===== src/rtl/alu_mc_pkg.sv =====
`default_nettype none
// ============================================================================
// Module      : alu_mc_pkg
// Description : Shared types for the multi-cycle ALU.
//               - The ALU op enum and the compare op enum.
//               - The FSM state enum.
//               - The list of legal XLEN values.
//               - A helper that says which ops use the iterative unit.
//               Macro ALU_MC_DIV_EN, when defined, makes DIVU/REMU
//               iterative ops. Otherwise they are undefined ops.
// Revision    : 1.0 - initial release
// ============================================================================
package alu_mc_pkg;

    typedef enum logic [3:0] {
        OP_ADD  = 4'd0,
        OP_SUB  = 4'd1,
        OP_AND  = 4'd2,
        OP_OR   = 4'd3,
        OP_XOR  = 4'd4,
        OP_SAME = 4'd5,
        OP_SLL  = 4'd6,
        OP_SRL  = 4'd7,
        OP_SRA  = 4'd8,
        OP_MUL  = 4'd9,
        OP_DIVU = 4'd10,
        OP_REMU = 4'd11
    } alu_op_e;

    typedef enum logic [2:0] {
        CMP_OTHER    = 3'd0,
        CMP_EQUAL    = 3'd1,
        CMP_UNEQUAL  = 3'd2,
        CMP_LESS     = 3'd3,
        CMP_GREATER  = 3'd4,
        CMP_LESSU    = 3'd5,
        CMP_GREATERU = 3'd6
    } cmp_op_e;

    typedef enum logic [1:0] {
        ST_IDLE = 2'd0,
        ST_BUSY = 2'd1,
        ST_DONE = 2'd2
    } alu_state_e;

    localparam int c_num_legal_xlen = 4;
    localparam int c_legal_xlen [c_num_legal_xlen] = '{8, 16, 32, 64};

    // True when the op code is handled by the iterative mul/div unit.
    function automatic logic is_iter_op(input logic [3:0] op);
`ifdef ALU_MC_DIV_EN
        return (op == OP_MUL) || (op == OP_DIVU) || (op == OP_REMU);
`else
        return (op == OP_MUL);
`endif
    endfunction

endpackage
`default_nettype wire


===== src/rtl/alu_mc_muldiv.sv =====
`default_nettype none
// ============================================================================
// Module      : alu_mc_muldiv
// Description : Iterative datapath shared by MUL and, when built with the
//               macro ALU_MC_DIV_EN, by DIVU/REMU.
//               - MUL uses shift-add and returns the low XLEN bits.
//               - DIVU/REMU use restoring division.
//               The operands are loaded on start. One iteration runs per
//               clock. done is high in the cycle after the last of the
//               XLEN iterations.
// Ports       : clk, rst_n      - clock, async active-low reset
//               start, abort    - load operands / drop current operation
//               op              - op code, latched on start
//               a, b            - operands, sampled on start
//               done, result    - completion flag and result
// Revision    : 1.0 - initial release
// ============================================================================
module alu_mc_muldiv
    import alu_mc_pkg::*;
#(
    parameter int XLEN = 32,
    parameter int SHW  = $clog2(XLEN)
) (
    input  logic            clk,
    input  logic            rst_n,
    input  logic            start,
    input  logic            abort,
    input  logic [3:0]      op,
    input  logic [XLEN-1:0] a,
    input  logic [XLEN-1:0] b,
    output logic            done,
    output logic [XLEN-1:0] result
);

    localparam logic [SHW:0] c_cnt_last = (SHW+1)'(XLEN);

    logic            r_busy;
    logic [SHW:0]    r_cnt;
    logic [XLEN-1:0] r_acc;   // product accumulator
    logic [XLEN-1:0] r_opa;   // multiplicand, or dividend shifting into quotient
    logic [XLEN-1:0] r_opb;   // multiplier, or divisor
    logic [XLEN-1:0] w_acc_next;
    logic [XLEN-1:0] w_opa_next;
    logic [XLEN-1:0] w_opb_next;
`ifdef ALU_MC_DIV_EN
    logic            r_is_div;
    logic            r_is_rem;
    logic [XLEN-1:0] r_rem;
    logic [XLEN:0]   w_shifted;
    logic [XLEN:0]   w_trial;
    logic [XLEN-1:0] w_rem_next;
`endif

    always_comb begin
        w_acc_next = r_opb[0] ? (r_acc + r_opa) : r_acc;
        w_opa_next = r_opa << 1;
        w_opb_next = r_opb >> 1;
`ifdef ALU_MC_DIV_EN
        // Restoring step: keep the trial difference only if it did not go
        // negative. Divisor 0 never goes negative. This gives an all-ones
        // quotient and a remainder equal to the dividend.
        w_shifted  = {r_rem, r_opa[XLEN-1]};
        w_trial    = w_shifted - {1'b0, r_opb};
        w_rem_next = w_trial[XLEN] ? w_shifted[XLEN-1:0] : w_trial[XLEN-1:0];
        if (r_is_div) begin
            w_opa_next = {r_opa[XLEN-2:0], ~w_trial[XLEN]};
            w_opb_next = r_opb;
        end
`endif
    end

    assign done = r_busy && (r_cnt == c_cnt_last);

`ifdef ALU_MC_DIV_EN
    assign result = r_is_div ? (r_is_rem ? r_rem : r_opa) : r_acc;
`else
    assign result = r_acc;
`endif

    always_ff @(posedge clk or negedge rst_n) begin
        if (!rst_n) begin
            r_busy   <= 1'b0;
            r_cnt    <= '0;
            r_acc    <= '0;
            r_opa    <= '0;
            r_opb    <= '0;
`ifdef ALU_MC_DIV_EN
            r_is_div <= 1'b0;
            r_is_rem <= 1'b0;
            r_rem    <= '0;
`endif
        end else if (abort) begin
            r_busy <= 1'b0;
            r_cnt  <= '0;
        end else if (start) begin
            r_busy   <= 1'b1;
            r_cnt    <= '0;
            r_acc    <= '0;
            r_opa    <= a;
            r_opb    <= b;
`ifdef ALU_MC_DIV_EN
            r_is_div <= (op == OP_DIVU) || (op == OP_REMU);
            r_is_rem <= (op == OP_REMU);
            r_rem    <= '0;
`endif
        end else if (r_busy) begin
            if (done) begin
                r_busy <= 1'b0;
                r_cnt  <= '0;
            end else begin
                r_cnt <= r_cnt + 1'b1;
                r_acc <= w_acc_next;
                r_opa <= w_opa_next;
                r_opb <= w_opb_next;
`ifdef ALU_MC_DIV_EN
                r_rem <= w_rem_next;
`endif
            end
        end
    end

endmodule
`default_nettype wire


===== src/rtl/alu_mc.sv =====
`default_nettype none
// ============================================================================
// Module      : alu_mc
// Description : Multi-cycle ALU with a valid/ready handshake at both ends.
//               - Single-cycle ops finish one cycle after accept.
//               - MUL (and DIVU/REMU when built with ALU_MC_DIV_EN) finish
//                 XLEN+1 cycles after accept.
//               - A branch compare of A and B is evaluated for every op.
// Ports       : clk, rst_n            - clock, async active-low reset
//               flush                 - drop any in-flight/undelivered op
//               in_valid, in_ready    - request handshake
//               op, cmp_op            - ALU op code, compare code
//               a, rs2, imm, b_sel    - operand A; B = b_sel ? rs2 : imm
//               out_valid, out_ready  - result handshake
//               result, branch        - outputs, held while out_valid=1
// Revision    : 1.0 - initial release
// ============================================================================
module alu_mc
    import alu_mc_pkg::*;
#(
    parameter int XLEN = 32,
    parameter int SHW  = $clog2(XLEN)
) (
    input  logic            clk,
    input  logic            rst_n,
    input  logic            flush,
    input  logic            in_valid,
    output logic            in_ready,
    input  logic [3:0]      op,
    input  logic [2:0]      cmp_op,
    input  logic [XLEN-1:0] a,
    input  logic [XLEN-1:0] rs2,
    input  logic [XLEN-1:0] imm,
    input  logic            b_sel,
    output logic            out_valid,
    input  logic            out_ready,
    output logic [XLEN-1:0] result,
    output logic            branch
);

    alu_state_e      r_state;
    alu_state_e      w_next_state;
    logic [XLEN-1:0] r_a;
    logic [XLEN-1:0] r_b;
    logic [3:0]      r_op;
    logic [2:0]      r_cmp;
    logic [XLEN-1:0] r_result;
    logic            r_branch;

    logic [XLEN-1:0] w_b_in;
    logic            w_accept;
    logic            w_finish;
    logic            w_md_done;
    logic [XLEN-1:0] w_md_result;
    logic [SHW-1:0]  w_sh;
    logic [XLEN-1:0] w_alu_result;
    logic            w_branch_calc;

    assign w_b_in    = b_sel ? rs2 : imm;
    assign in_ready  = (r_state == ST_IDLE) || ((r_state == ST_DONE) && out_ready);
    // flush takes priority over a request presented in the same cycle.
    assign w_accept  = in_valid && in_ready && !flush;
    assign w_finish  = (r_state == ST_BUSY) && (!is_iter_op(r_op) || w_md_done);
    assign out_valid = (r_state == ST_DONE);
    assign result    = r_result;
    assign branch    = r_branch;

    // The iterative unit loads straight from the request inputs at accept.
    // This keeps MUL/DIV latency at exactly XLEN+1.
    alu_mc_muldiv #(
        .XLEN (XLEN),
        .SHW  (SHW)
    ) u_muldiv (
        .clk    (clk),
        .rst_n  (rst_n),
        .start  (w_accept && is_iter_op(op)),
        .abort  (flush),
        .op     (op),
        .a      (a),
        .b      (w_b_in),
        .done   (w_md_done),
        .result (w_md_result)
    );

    always_comb begin
        w_next_state = r_state;
        case (r_state)
            ST_IDLE: if (w_accept) w_next_state = ST_BUSY;
            ST_BUSY: if (w_finish) w_next_state = ST_DONE;
            ST_DONE: if (out_ready) w_next_state = w_accept ? ST_BUSY : ST_IDLE;
            default: w_next_state = ST_IDLE;
        endcase
        if (flush) w_next_state = ST_IDLE;
    end

    always_comb begin
        w_sh         = r_b[SHW-1:0];
        w_alu_result = '0;
        case (r_op)
            OP_ADD:  w_alu_result = r_a + r_b;
            OP_SUB:  w_alu_result = r_a - r_b;
            OP_AND:  w_alu_result = r_a & r_b;
            OP_OR:   w_alu_result = r_a | r_b;
            OP_XOR:  w_alu_result = r_a ^ r_b;
            OP_SAME: w_alu_result = r_b;
            OP_SLL:  w_alu_result = r_a << w_sh;
            OP_SRL:  w_alu_result = r_a >> w_sh;
            OP_SRA:  w_alu_result = $signed(r_a) >>> w_sh;
            default: w_alu_result = '0;
        endcase
        if (is_iter_op(r_op)) w_alu_result = w_md_result;
    end

    // Signed compares use the native signed relational operators. They do
    // not depend on the sign of A-B, so they are overflow-correct.
    always_comb begin
        w_branch_calc = 1'b0;
        case (r_cmp)
            CMP_EQUAL:    w_branch_calc = (r_a == r_b);
            CMP_UNEQUAL:  w_branch_calc = (r_a != r_b);
            CMP_LESS:     w_branch_calc = ($signed(r_a) <  $signed(r_b));
            CMP_GREATER:  w_branch_calc = ($signed(r_a) >= $signed(r_b));
            CMP_LESSU:    w_branch_calc = (r_a <  r_b);
            CMP_GREATERU: w_branch_calc = (r_a >= r_b);
            default:      w_branch_calc = 1'b0;
        endcase
    end

    always_ff @(posedge clk or negedge rst_n) begin
        if (!rst_n) r_state <= ST_IDLE;
        else        r_state <= w_next_state;
    end

    always_ff @(posedge clk or negedge rst_n) begin
        if (!rst_n) begin
            r_a      <= '0;
            r_b      <= '0;
            r_op     <= '0;
            r_cmp    <= '0;
            r_result <= '0;
            r_branch <= 1'b0;
        end else begin
            if (w_accept) begin
                r_a   <= a;
                r_b   <= w_b_in;
                r_op  <= op;
                r_cmp <= cmp_op;
            end
            // Outputs change only on entry to DONE. They hold while the
            // consumer stalls.
            if (w_finish && !flush) begin
                r_result <= w_alu_result;
                r_branch <= w_branch_calc;
            end
        end
    end

endmodule
`default_nettype wire


===== config.mk =====
export PLATFORM = sky130hd
export DESIGN_NAME = alu_mc
export DESIGN_NICKNAME = d
export VERILOG_FILES = /design/src/rtl/alu_mc_pkg.sv /design/src/rtl/alu_mc_muldiv.sv /design/src/rtl/alu_mc.sv
export SDC_FILE = /design/constraint.sdc
export NUM_CORES = 1
export LEC_CHECK = 0
export ABC_CLOCK_PERIOD_IN_PS = 12100
export CORE_MARGIN = 4
export CORE_UTILIZATION = 45
export DETAILED_ROUTE_END_ITERATION = 8
export PLACE_DENSITY = 0.69
export SETUP_SLACK_MARGIN = 0.15
export SYNTH_ARGS = -nofsm -noshare
export SYNTH_HDL_FRONTEND = slang
export SYNTH_SLANG_ARGS = --single-unit

===== constraint.sdc =====
create_clock -name clk -period 12.1 [get_ports clk]
set_input_delay 2.42 -clock clk [delete_from_list [all_inputs] [get_ports clk]]
set_output_delay 2.42 -clock clk [all_outputs]
set_load 0.01 [all_outputs]

==> metrics.cfg, run 1 <==
[timing]
setup_viol = 0
slew_headroom_pct = 18.5
max_slew.worst_pin.slew_ns = 1.19
maxClockFrequency_mhz = 165
fin_crit_sh_pct = 50.1
slew_violations = 0
tns_ns = 0
fin_worst_skew_ns = 0.0507
timing.final.hold_violations = 0
grt_setup_unrepaired = no
period_minus_slack_ns = 6.06

[place]
post_dp_hpwl_mm = 54.8
placed_cells_incl_taps = 2858
gpl.final_weighted_congestion = 1.05
io_buffers = 143

[setup_path]
critical_path.most_common_cell = sky130_fd_sc_hd__clkdlybuf4s50_1
delay_of_the_slowest_critical_path_stage_ns = 0.54
worst-setup-path-type = in2out
worstSetupStartpointType = primary input
critical_path_cell_list = clkdlybuf4s50_1 > nor2b_1 > nor2_1 > clkdlybuf4s50_1
worstPathArrival_ns = 3.64
critical_path_required_ns = 9.68
crit_path_top_delay_cell = sky130_fd_sc_hd__clkdlybuf4s50_1
r2r_slack_ns = 7.15
critical_path.max_fanout = 3
worst_setup_path_end_kind = output port
worst_r2r_path_depth = 12

[synthesis]
synthMostInstantiatedCell = sky130_fd_sc_hd__nor2_1
synth.top_cells.by_count = 240 x sky130_fd_sc_hd__nor2_1, 237 x sky130_fd_sc_hd__a21oi_1, 217 x sky130_fd_sc_hd__nand2_1
yosysTopAreaCell = sky130_fd_sc_hd__dfrtp_1
leading_register_cell_type_out_of_synthesis = sky130_fd_sc_hd__dfrtp_1
complex_gate_fraction_of_the_synthesized_area_pct = 27.1
netlist_top_cells_area = sky130_fd_sc_hd__dfrtp_1 28%, sky130_fd_sc_hd__ha_1 8.7%, sky130_fd_sc_hd__mux2i_1 6.7%
post_synthesis_sequential_element_count = 209
fraction_of_registers_with_async_set_or_reset_after_synthesis_pct = 100
synth.lib_cells_used.distinct = 89
yosysSeqAreaShare_pct = 27.9
simple_gate_portion_of_the_synthesized_area_pct = 17.2
synthDominantCellAreaShare_pct = 27.9
mappedNetlistArea_um2 = 18800
synth_xor_area_share_pct = 2.15
largest_family_of_logic_cells_by_synthesized_area = compound AO/OA/AOI/OAI gates
synth_nets = 2562
avgSynthCellArea_um2 = 8.09
number_of_enable_flip_flop_cells_after_synthesis = 0
post_synth_inst_count = 2319
synth.yosys.warnings = 0
synth_mux_area_share_pct = 10.9
adder_and_majority_cell_fraction_of_the_synthesized_area_pct = 9.05

[power]
p_leak_uw = 0.00897
p_int_uw = 2140
max-vdd-ir-drop_uv = 161
combPwrFrac_pct = 51.7
clkPwrFrac_pct = 20.2
netSwitchingPower_uw = 1830
pwr-share-seq_pct = 28.0
power-per-cell-area_nw_per_um2 = 186
sw_frac_of_total_pct = 46.1

[global_routing]
grt-ovfl-total = 0
total_global_routing_track_utilization_pct = 31.4
grt_start_max_net_pins = 96
antenna_violations_before_repair = 1
global_route_wire_length_before_repair_mm = 110
number_of_global_route_vias_before_repair = 17900

[clocking]
clock_tree.htree_level_count = 1
post_cts_resized = 0
number_of_hold_buffers_added_after_cts = 0
clock-root-buffer = sky130_fd_sc_hd__clkbuf_16
clock_buffers_created_by_tritoncts = 26
clkSinkCount = 209
post_cts_buffers = 0
max-clock-path-buffers = 3
worstSkewPairLatency_ns = 0.60
clkSlewWorstSetupHoldPaths_ns = 0.06
cts_tree = built

[finish]
numnets_final = 2597
antennaDiodeCount = 0
finalNonFillerCells = 2906
layout-drive-gt1-share_pct = 6.95
final_util_pct = 52.0
synthToLayoutAreaGrowth_pct = 13.7

[floorplanning]
placeableCoreArea_um2 = 41000
io_pins = 144
rows = 74
die-height_um = 212
dieArea_um2 = 45000
effective_utilization_at_floorplan_pct = 45.8
die_width_um = 212

[drt]
vias = 18700
route.detailed.vias_per_inst = 6.44
first_iter_violations = 1698
drt_pre_antenna_iters = 6
drtAntennaViolNets = 0
routed_wirelength_mm = 72.4
mean_routed_wirelength_per_cell_um = 24.9
detail_route.drc_violations = 0

[hold_path]
hold_path_class = reg2reg
hold_depth = 1

[job]
drv.max_cap_violation_count = 0

[run_status]
outcome = finished, final reports clean

area by class of cell:
type | instances | area [um2]
flip-flops and latches | 209 | 5240
repair buffers | 171 | 1640
clock inverters | 13 | 165
clock buffers | 35 | 704
well taps | 532 | 666
fillers | 3916 | 19700
inverters | 105 | 394
multi-input cells | 1841 | 12500
per-stage QoR:
step | cell area (um2) | hold slack [ns] | power (uW) | setup slack, ns
after floorplan | 18800 | 0.492 | 2380 | 7.06
final | 21300 | 0.489 | 3970 | 6.04
after CTS | 21300 | 0.496 | 3930 | 6.04
after global placement | 20500 | 0.482 | 3100 | 6.06
after global routing | 21300 | 0.500 | 4190 | 5.97
after detailed placement | 20500 | 0.483 | 3120 | 6.05
power by group through the flow:
stage / Clock [uW] / Combinational [uW] / Sequential (uW)
floorplan: 0 / 1350 / 1030
global placement: 0 / 1980 / 1110
detailed placement: 0 / 2000 / 1120
CTS: 813 / 2010 / 1110
global route: 844 / 2210 / 1130
finish: 804 / 2060 / 1110
layer usage:
metal | part of all wire (%) | vias up | track usage, %
met1 | 42 | 9059 | 42.7
met3 | 7.7 | 183 | 4.00
met5 | 0.014 | - | 0
met2 | 44 | 927 | 49.3
li1 | - | 8546 | -
met4 | 6.4 | 2 | 16.5
worst max-delay path: cells and delay by family:
| family | cells | cell delay [ns] |
|---|---|---|
| buffers and inverters | 2 | 1.04 |
| AND/OR/NAND/NOR | 2 | 0.17 |
logic make-up after synthesis:
kind of cell    count (synthesis)
simple gates                  698
fa+ha+maj                     134
xor+xnor                       46
mux                           172
compound gates                791
buf+inv                       269
flops                         209
state kept, by name, summed over array words and instances (netlist names):
| signal | count |
|---|---|
| branch | 1 |
| u_muldiv.r_opb | 32 |
| r_op | 4 |
| u_muldiv.r_cnt | 6 |
| r_state | 2 |
| u_muldiv.r_busy | 1 |
| result | 32 |
| r_b | 32 |
| u_muldiv.result | 32 |
| r_a | 32 |
| r_cmp | 3 |
| u_muldiv.r_opa | 32 |
path summary, 6_finish.rpt:
check | startpoint | to
worst max-delay path | out_ready | in_ready
worst min-delay path | result[20]$_DFFE_PN0P_ | result[20]$_DFFE_PN0P_
worst max register to register | r_b[4]$_DFFE_PN0P_ | result[24]$_DFFE_PN0P_
worst min register to register | result[20]$_DFFE_PN0P_ | result[20]$_DFFE_PN0P_
max in group asynchronous | rst_n | r_b[1]$_DFFE_PN0P_
min in group asynchronous | rst_n | u_muldiv.r_opb[17]$_DFFE_PN0P_
layout by cell type, fill, tap and decap left out, types with 58 or more instances in the layout:
| master | Yosys | final |
|---|---|---|
| sky130_fd_sc_hd__dfrtp_1 | 209 | 206 |
| sky130_fd_sc_hd__nor2_1 | 240 | 237 |
| sky130_fd_sc_hd__a21oi_1 | 237 | 237 |
| sky130_fd_sc_hd__a211oi_1 | 58 | 58 |
| sky130_fd_sc_hd__clkdlybuf4s50_1 | 0 | 141 |
| sky130_fd_sc_hd__o21ai_0 | 194 | 194 |
| sky130_fd_sc_hd__ha_1 | 131 | 131 |
| sky130_fd_sc_hd__mux2i_1 | 126 | 126 |
| sky130_fd_sc_hd__nand2_1 | 217 | 217 |
| sky130_fd_sc_hd__inv_1 | 104 | 104 |
Power figures use the tool's default switching activity.
==> run 2: changes to the inputs <==
--- a/config.mk
+++ b/config.mk
@@ -5,7 +5,7 @@
 export SDC_FILE = /design/constraint.sdc
 export NUM_CORES = 1
 export LEC_CHECK = 0
-export ABC_CLOCK_PERIOD_IN_PS = 12100
+export ABC_CLOCK_PERIOD_IN_PS = 5650
 export CORE_MARGIN = 4
 export CORE_UTILIZATION = 45
 export DETAILED_ROUTE_END_ITERATION = 8
==> constraint.sdc (replaced) <==
create_clock -name clk -period 5.65 [get_ports clk]
set_input_delay 1.13 -clock clk [delete_from_list [all_inputs] [get_ports clk]]
set_output_delay 1.13 -clock clk [all_outputs]
set_load 0.01 [all_outputs]
==> run 2 against run 1 <==
Via count rose by 1.5%; sequential power up 120%; critical endpoint is now branch$_DFFE_PN0P_; global-route usage increased by 1.3 points; core utilization increased by 0.17 points; clock skew down 0.011 ns; critical path depth up 5; non-clock buffer count rose by 6; clock power is 120% higher; worst hold slack better by 0.010 ns; die area is the same; largest cell class unchanged; clock-buffer cell count rose by 2.
==> metrics.cfg, run 2 (same netlist as run 1, synthesis figures left out) <==
[run_status]
outcome = finished, final reports clean

[global_routing]
grt_start_max_net_pins = 161  ; +68%
grt-ovfl-total = 0  ; unchanged
antenna_violations_before_repair = 1  ; unchanged
global_route_wire_length_before_repair_mm = 114  ; +3.3%
total_global_routing_track_utilization_pct = 32.7  ; +1.3 points
number_of_global_route_vias_before_repair = 18100  ; +0.89%

[power]
p_leak_uw = 0.00901  ; +0.42%
max-vdd-ir-drop_uv = 255  ; +59%
power-per-cell-area_nw_per_um2 = 401  ; +120%

[timing]
max_slew.worst_pin.slew_ns = 1.35  ; +0.160 ns
fin_crit_sh_pct = 76.5
fin_worst_skew_ns = 0.0394  ; -0.0114 ns
grt_setup_unrepaired = no
period_minus_slack_ns = 4.32
timing.final.hold_violations = 0  ; unchanged
tns_ns = 0  ; unchanged
slew_violations = 0  ; unchanged
slew_headroom_pct = 9.05  ; -9.5 points
setup_viol = 0  ; unchanged
maxClockFrequency_mhz = 231

[drt]
vias = 19000  ; +1.5%
route.met2.wl_mm = 32.5  ; +1.3%
routed_wirelength_mm = 75.7  ; +4.5%
drt_pre_antenna_iters = 8  ; +2
drtAntennaViolNets = 0  ; unchanged
wl_met3_mm = 7.61  ; +37%
mean_routed_wirelength_per_cell_um = 26.0  ; +4.3%
first_iter_violations = 2379  ; +40%
route.detailed.vias_per_inst = 6.52  ; +1.3%
route.layer.met1.wl_mm = 30.2  ; +0.28%
detail_route.drc_violations = 0  ; unchanged
top_layer = met5

[clocking]
max-clock-path-buffers = 3  ; unchanged
cts_tree = built
clock_buffers_created_by_tritoncts = 27  ; +3.8%
number_of_hold_buffers_added_after_cts = 0  ; unchanged
post_cts_resized = 0  ; unchanged
clkSlewWorstSetupHoldPaths_ns = 0.07  ; about the same
worstSkewPairLatency_ns = 0.60  ; about the same
clkSinkCount = 209  ; unchanged
clock_tree.htree_level_count = 1  ; unchanged
post_cts_buffers = 0  ; unchanged
clock-root-buffer = sky130_fd_sc_hd__clkbuf_16

[floorplanning]
placeableCoreArea_um2 = 41000  ; unchanged
die_width_um = 212  ; unchanged
effective_utilization_at_floorplan_pct = 45.8  ; unchanged
io_pins = 144  ; unchanged
rows = 74  ; unchanged
dieArea_um2 = 45000  ; unchanged
die-height_um = 212  ; unchanged

[place]
io_buffers = 143  ; unchanged
gpl.final_weighted_congestion = 1.10  ; +4.3%
post_dp_hpwl_mm = 57.2  ; +4.4%

[setup_path]
critical_path.max_fanout = 9  ; +6
worst_r2r_path_depth = 9  ; -3
worst-setup-path-type = reg2reg
crit_path_top_delay_cell = sky130_fd_sc_hd__nor4_1
worstSetupStartpointType = register
critical_path_required_ns = 6.11  ; -3.57 ns
worstPathArrival_ns = 4.78  ; +1.14 ns
delay_of_the_slowest_critical_path_stage_ns = 1.15  ; +0.61 ns
worst_setup_path_end_kind = register
critical_path_cell_list = inv_1 > ha_1 > nor4_1 > nor4bb_1 > nand4_1 > mux2_2 > o211ai_1 > a21oi_1 > a32o_1

[finish]
numnets_final = 2604  ; +0.27%
synthToLayoutAreaGrowth_pct = 14.0
register_area_um2 = 5240  ; unchanged
antennaDiodeCount = 0  ; unchanged
final_util_pct = 52.2  ; +0.17 points
layout.cells.most_common_list = 237 x sky130_fd_sc_hd__nor2_1, 237 x sky130_fd_sc_hd__a21oi_1, 217 x sky130_fd_sc_hd__nand2_1, 206 x sky130_fd_sc_hd__dfrtp_1, 194 x sky130_fd_sc_hd__o21ai_0
multiInputGateArea_um2 = 12500  ; unchanged
layout-drive-gt1-share_pct = 7.31  ; +0.36 points
num-fill-cells = 3916  ; unchanged

[hold_path]
hold_path_class = reg2reg
hold_depth = 1  ; unchanged

[job]
drv.max_cap_violation_count = 0  ; unchanged

[run 2: cell type report]
type | instances | share of cell area [%]
repair buffers | 177 | 7.99
well taps | 532 | 3.11
flip-flops and latches | 209 | 24.5
inverters | 105 | 1.84
multi-input cells | 1841 | 58.5
clock buffers | 37 | 3.66
clock inverters | 10 | 0.409
[run 2: stage by stage]
step	power [uW]	hold WS (ns)	instance area, um2	std cells	worst slack, ns
detailed placement	6710	0.488	20500	2864	1.49
floorplan	5100	0.492	18800	2319	1.62
global placement	6680	0.486	20500	2864	1.58
CTS	8470	0.504	21400	2911	1.48
finish	8590	0.499	21400	2911	1.33
global route	9040	0.522	21400	2911	1.24
[run 2: where the power goes]
group          leakage [uW]  total, uW  switching, uW  internal [uW]
registers           0.00258       2400            527           1880
clock network      0.000422       1740            762            974
logic               0.00601       4450           2710           1740
total               0.00901       8590           4000           4590
[run 2: final timing paths]
kind / from / end / slack (ns)
setup / recovery: r_a[29]$_DFFE_PN0P_ / branch$_DFFE_PN0P_ / 1.33
hold / removal: result[21]$_DFFE_PN0P_ / result[21]$_DFFE_PN0P_ / 0.50
setup reg to reg: r_a[29]$_DFFE_PN0P_ / branch$_DFFE_PN0P_ / 1.33
hold reg to reg: result[21]$_DFFE_PN0P_ / result[21]$_DFFE_PN0P_ / 0.50
max in group asynchronous: rst_n / u_muldiv.r_opa[2]$_DFFE_PN0P_ / 4.02
min in group asynchronous: rst_n / u_muldiv.r_cnt[1]$_DFFE_PN0P_ / 0.61
[run 2: critical path: cells and delay by family (launching register included)]
family          cells  cell delay, ns
compound gates      3            0.55
flops               1            0.51
fa+ha+maj           1            0.46
buf+inv             1            0.21
mux                 1            0.45
simple gates        3            2.02
[run 2: metal layers]
metal | vias to the layer above | GRT usage [%]
li1 | 8551 | -
met3 | 225 | 6.74
met1 | 9143 | 44.0
met2 | 1067 | 49.6
met5 | - | 0.862
met4 | 4 | 17.5
==> run 3: changes to the inputs <==
--- a/config.mk
+++ b/config.mk
@@ -5,11 +5,11 @@
 export SDC_FILE = /design/constraint.sdc
 export NUM_CORES = 1
 export LEC_CHECK = 0
-export ABC_CLOCK_PERIOD_IN_PS = 5650
+export ABC_CLOCK_PERIOD_IN_PS = 3700
 export CORE_MARGIN = 4
 export CORE_UTILIZATION = 45
 export DETAILED_ROUTE_END_ITERATION = 8
-export PLACE_DENSITY = 0.69
+export PLACE_DENSITY = 0.72
 export SETUP_SLACK_MARGIN = 0.15
 export SYNTH_ARGS = -nofsm -noshare
 export SYNTH_HDL_FRONTEND = slang
==> constraint.sdc (replaced) <==
create_clock -name clk -period 3.7 [get_ports clk]
set_input_delay 0.74 -clock clk [delete_from_list [all_inputs] [get_ports clk]]
set_output_delay 0.74 -clock clk [all_outputs]
set_load 0.01 [all_outputs]
==> run 3 against run 2 <==
Cell count up 5.8%; core utilization rose by 3.8 points; clock skew is 0.025 ns lower; critical path depth grew 4; register-to-register slack lost 1.1 ns; wire length up 9.2%; critical path type unchanged; largest cell class unchanged; largest power group unchanged; highest routed layer is now met4.
==> metrics.cfg, run 3 (same netlist as run 1, synthesis figures left out) <==
[setup_path]
worstSetupStartpointType = register
worst-setup-path-type = reg2reg
worstPathArrival_ns = 3.97  ; -0.81 ns
delay_of_the_slowest_critical_path_stage_ns = 0.50  ; -0.65 ns
critical_path_cell_list = ha_4 > fa_2 > a21oi_2 > o211ai_1 > a21oi_2 > nor3_2 > buf_4 > a2111oi_4 > o211ai_1 > a311o_1 > a21oi_1 > a21oi_1 > o32a_1
critical_path_required_ns = 4.17  ; -1.94 ns
critical_path.max_fanout = 3  ; -6
worst_setup_path_end_kind = register
worstPathBufferInverterCount = 1  ; unchanged
crit_path_top_delay_cell = sky130_fd_sc_hd__dfrtp_4
cpLargestDelayFamily = compound AO/OA/AOI/OAI gates

[floorplanning]
placeableCoreArea_um2 = 41000  ; unchanged
dieArea_um2 = 45000  ; unchanged
die_width_um = 212  ; unchanged
rows = 74  ; unchanged
io_pins = 144  ; unchanged
die-height_um = 212  ; unchanged
effective_utilization_at_floorplan_pct = 45.8  ; unchanged

[timing]
maxClockFrequency_mhz = 286  ; +23%
slew_violations = 0  ; unchanged
setup_viol = 0  ; unchanged
slew_headroom_pct = 29.7  ; +21 points
period_minus_slack_ns = 3.50  ; -0.821 ns
tns_ns = 0  ; unchanged
fin_crit_sh_pct = 94.6  ; +18 points
fin_worst_skew_ns = 0.0145  ; -0.0249 ns
grt_setup_unrepaired = yes
holdWs_ns = 0.247  ; -0.252 ns
max_slew.worst_pin.slew_ns = 1.05  ; -0.302 ns
timing.final.hold_violations = 0  ; unchanged

[power]
power.total_uw = 14200  ; +65%
power-per-cell-area_nw_per_um2 = 619  ; +54%
max-vdd-ir-drop_uv = 417  ; +63%
p_leak_uw = 0.00993  ; +10%

[place]
gpl.final_weighted_congestion = 1.02  ; -6.7%
post_dp_hpwl_mm = 65.1  ; +14%
detailed_place.area_um2 = 21800  ; +6.4%
io_buffers = 143  ; unchanged

[finish]
synthToLayoutAreaGrowth_pct = 22.4
antennaDiodeCount = 0  ; unchanged
register_area_um2 = 5240  ; +0.14%
commonest_non_fill_non_tap_cell_in_the_layout = sky130_fd_sc_hd__nor2_1
layout-drive-gt1-share_pct = 14.8  ; +7.5 points
multiInputGateArea_um2 = 12700  ; +1.6%
layout.cells.most_common_list = 236 x sky130_fd_sc_hd__nor2_1, 235 x sky130_fd_sc_hd__a21oi_1, 217 x sky130_fd_sc_hd__nand2_1, 200 x sky130_fd_sc_hd__dfrtp_1, 193 x sky130_fd_sc_hd__buf_4
num-fill-cells = 3820  ; -2.5%
fin_area_um2 = 23000  ; +7.3%
numnets_final = 2771  ; +6.4%

[clocking]
clkSinkCount = 209  ; unchanged
clock-root-buffer = sky130_fd_sc_hd__clkbuf_16
clkSlewWorstSetupHoldPaths_ns = 0.06  ; about the same
cts_tree = built
worstSkewPairLatency_ns = 0.59  ; about the same
max-clock-path-buffers = 3  ; unchanged
clock_tree.htree_level_count = 1  ; unchanged
clock_buffers_created_by_tritoncts = 27  ; unchanged
number_of_hold_buffers_added_after_cts = 0  ; unchanged

[hold_path]
hold_path_class = in2async

[global_routing]
number_of_global_route_vias_before_repair = 19200  ; +5.9%
total_global_routing_track_utilization_pct = 35.9  ; +3.2 points
grt-ovfl-total = 0  ; unchanged
antenna_violations_before_repair = 3  ; +2
grt_start_max_net_pins = 133  ; -17%
global_route_wire_length_before_repair_mm = 123  ; +8.2%

[run_status]
outcome = finished, final reports clean

[drt]
first_iter_violations = 2604  ; +9.5%
drt_pre_antenna_iters = 6  ; -2
detail_route.drc_violations = 0  ; unchanged
vias = 19700  ; +4.0%
routed_wirelength_mm = 82.6  ; +9.2%
mean_routed_wirelength_per_cell_um = 26.8  ; +3.2%
route.detailed.vias_per_inst = 6.41  ; -1.7%
drtAntennaViolNets = 0  ; unchanged

[job]
drv.max_cap_violation_count = 0  ; unchanged

## run 3: changes by cell type in the layout (fill, tap and decap cells not counted), sizes merged
cell      before  now
bufinv         0    2
clkbuf        38   32
inv          108  107
buf           35  202
clkinvlp       3    4
clkinv         4   10
## run 3: routing by layer
metal | up-vias | wire length, um | global-route usage, %
li1 | 8885 | - | -
met1 | 9594 | 34200 | 49.4
met2 | 1057 | 35700 | 54.7
met3 | 207 | 7710 | 6.64
met4 | 0 | 5040 | 17.3
met5 | - | 0 | 0
## run 3: layout make-up
cell class | instances | area share (%)
flip-flops and latches | 209 | 22.8
clock buffers | 31 | 3.14
well taps | 532 | 2.90
repair buffers | 344 | 13.2
clock inverters | 18 | 0.768
multi-input cells | 1841 | 55.4
inverters | 105 | 1.73
## run 3: final timing paths
check / from / to / cells after the start / slack [ns]
max: r_b[0]$_DFFE_PN0P_ / result[28]$_DFFE_PN0P_ / 13 / 0.20
min: rst_n / u_muldiv.r_cnt[3]$_DFFE_PN0P_ / 1 / 0.25
max reg2reg: r_b[0]$_DFFE_PN0P_ / result[28]$_DFFE_PN0P_ / 13 / 0.20
min reg2reg: result[21]$_DFFE_PN0P_ / result[21]$_DFFE_PN0P_ / 1 / 0.50
max in group asynchronous: rst_n / r_a[6]$_DFFE_PN0P_ / 2 / 2.61
min in group clk: result[21]$_DFFE_PN0P_ / result[21]$_DFFE_PN0P_ / 1 / 0.50
## run 3: where the power goes
group / internal [uW] / switching, uW / total, uW
Sequential: 2870 / 591 / 3460
Combinational: 3290 / 4730 / 8030
Clock: 1550 / 1180 / 2720
Total: 7710 / 6500 / 14200
## run 3: worst register-to-register path: cells and delay by family, from the launching register on
| family | cells | cell delay [ns] |
|---|---|---|
| AO/OA/AOI/OAI | 9 | 2.11 |
| adder cells (fa/ha/maj) | 2 | 0.54 |
| flip-flops | 1 | 0.50 |
| buffers and inverters | 1 | 0.16 |
| AND/OR/NAND/NOR | 1 | 0.09 |
## run 3: timing repair
item,4_1_cts,5_1_grt
setup endpoints to repair,6,20
pin swaps,5,18
cloned,0,0
gates resized for setup,5,40
buffers inserted,0,7
## run 3: per-stage QoR
stage	worst slack [ns]	cells	utilization, %
6_report	0.198	3080	56.0
2_1_floorplan	0.103	2319	-
5_1_grt	0.0136	3080	56.0
4_1_cts	0.147	3073	55.4
3_5_place_dp	0.0606	3024	53.2
3_3_place_gp	0.0840	3024	53.2
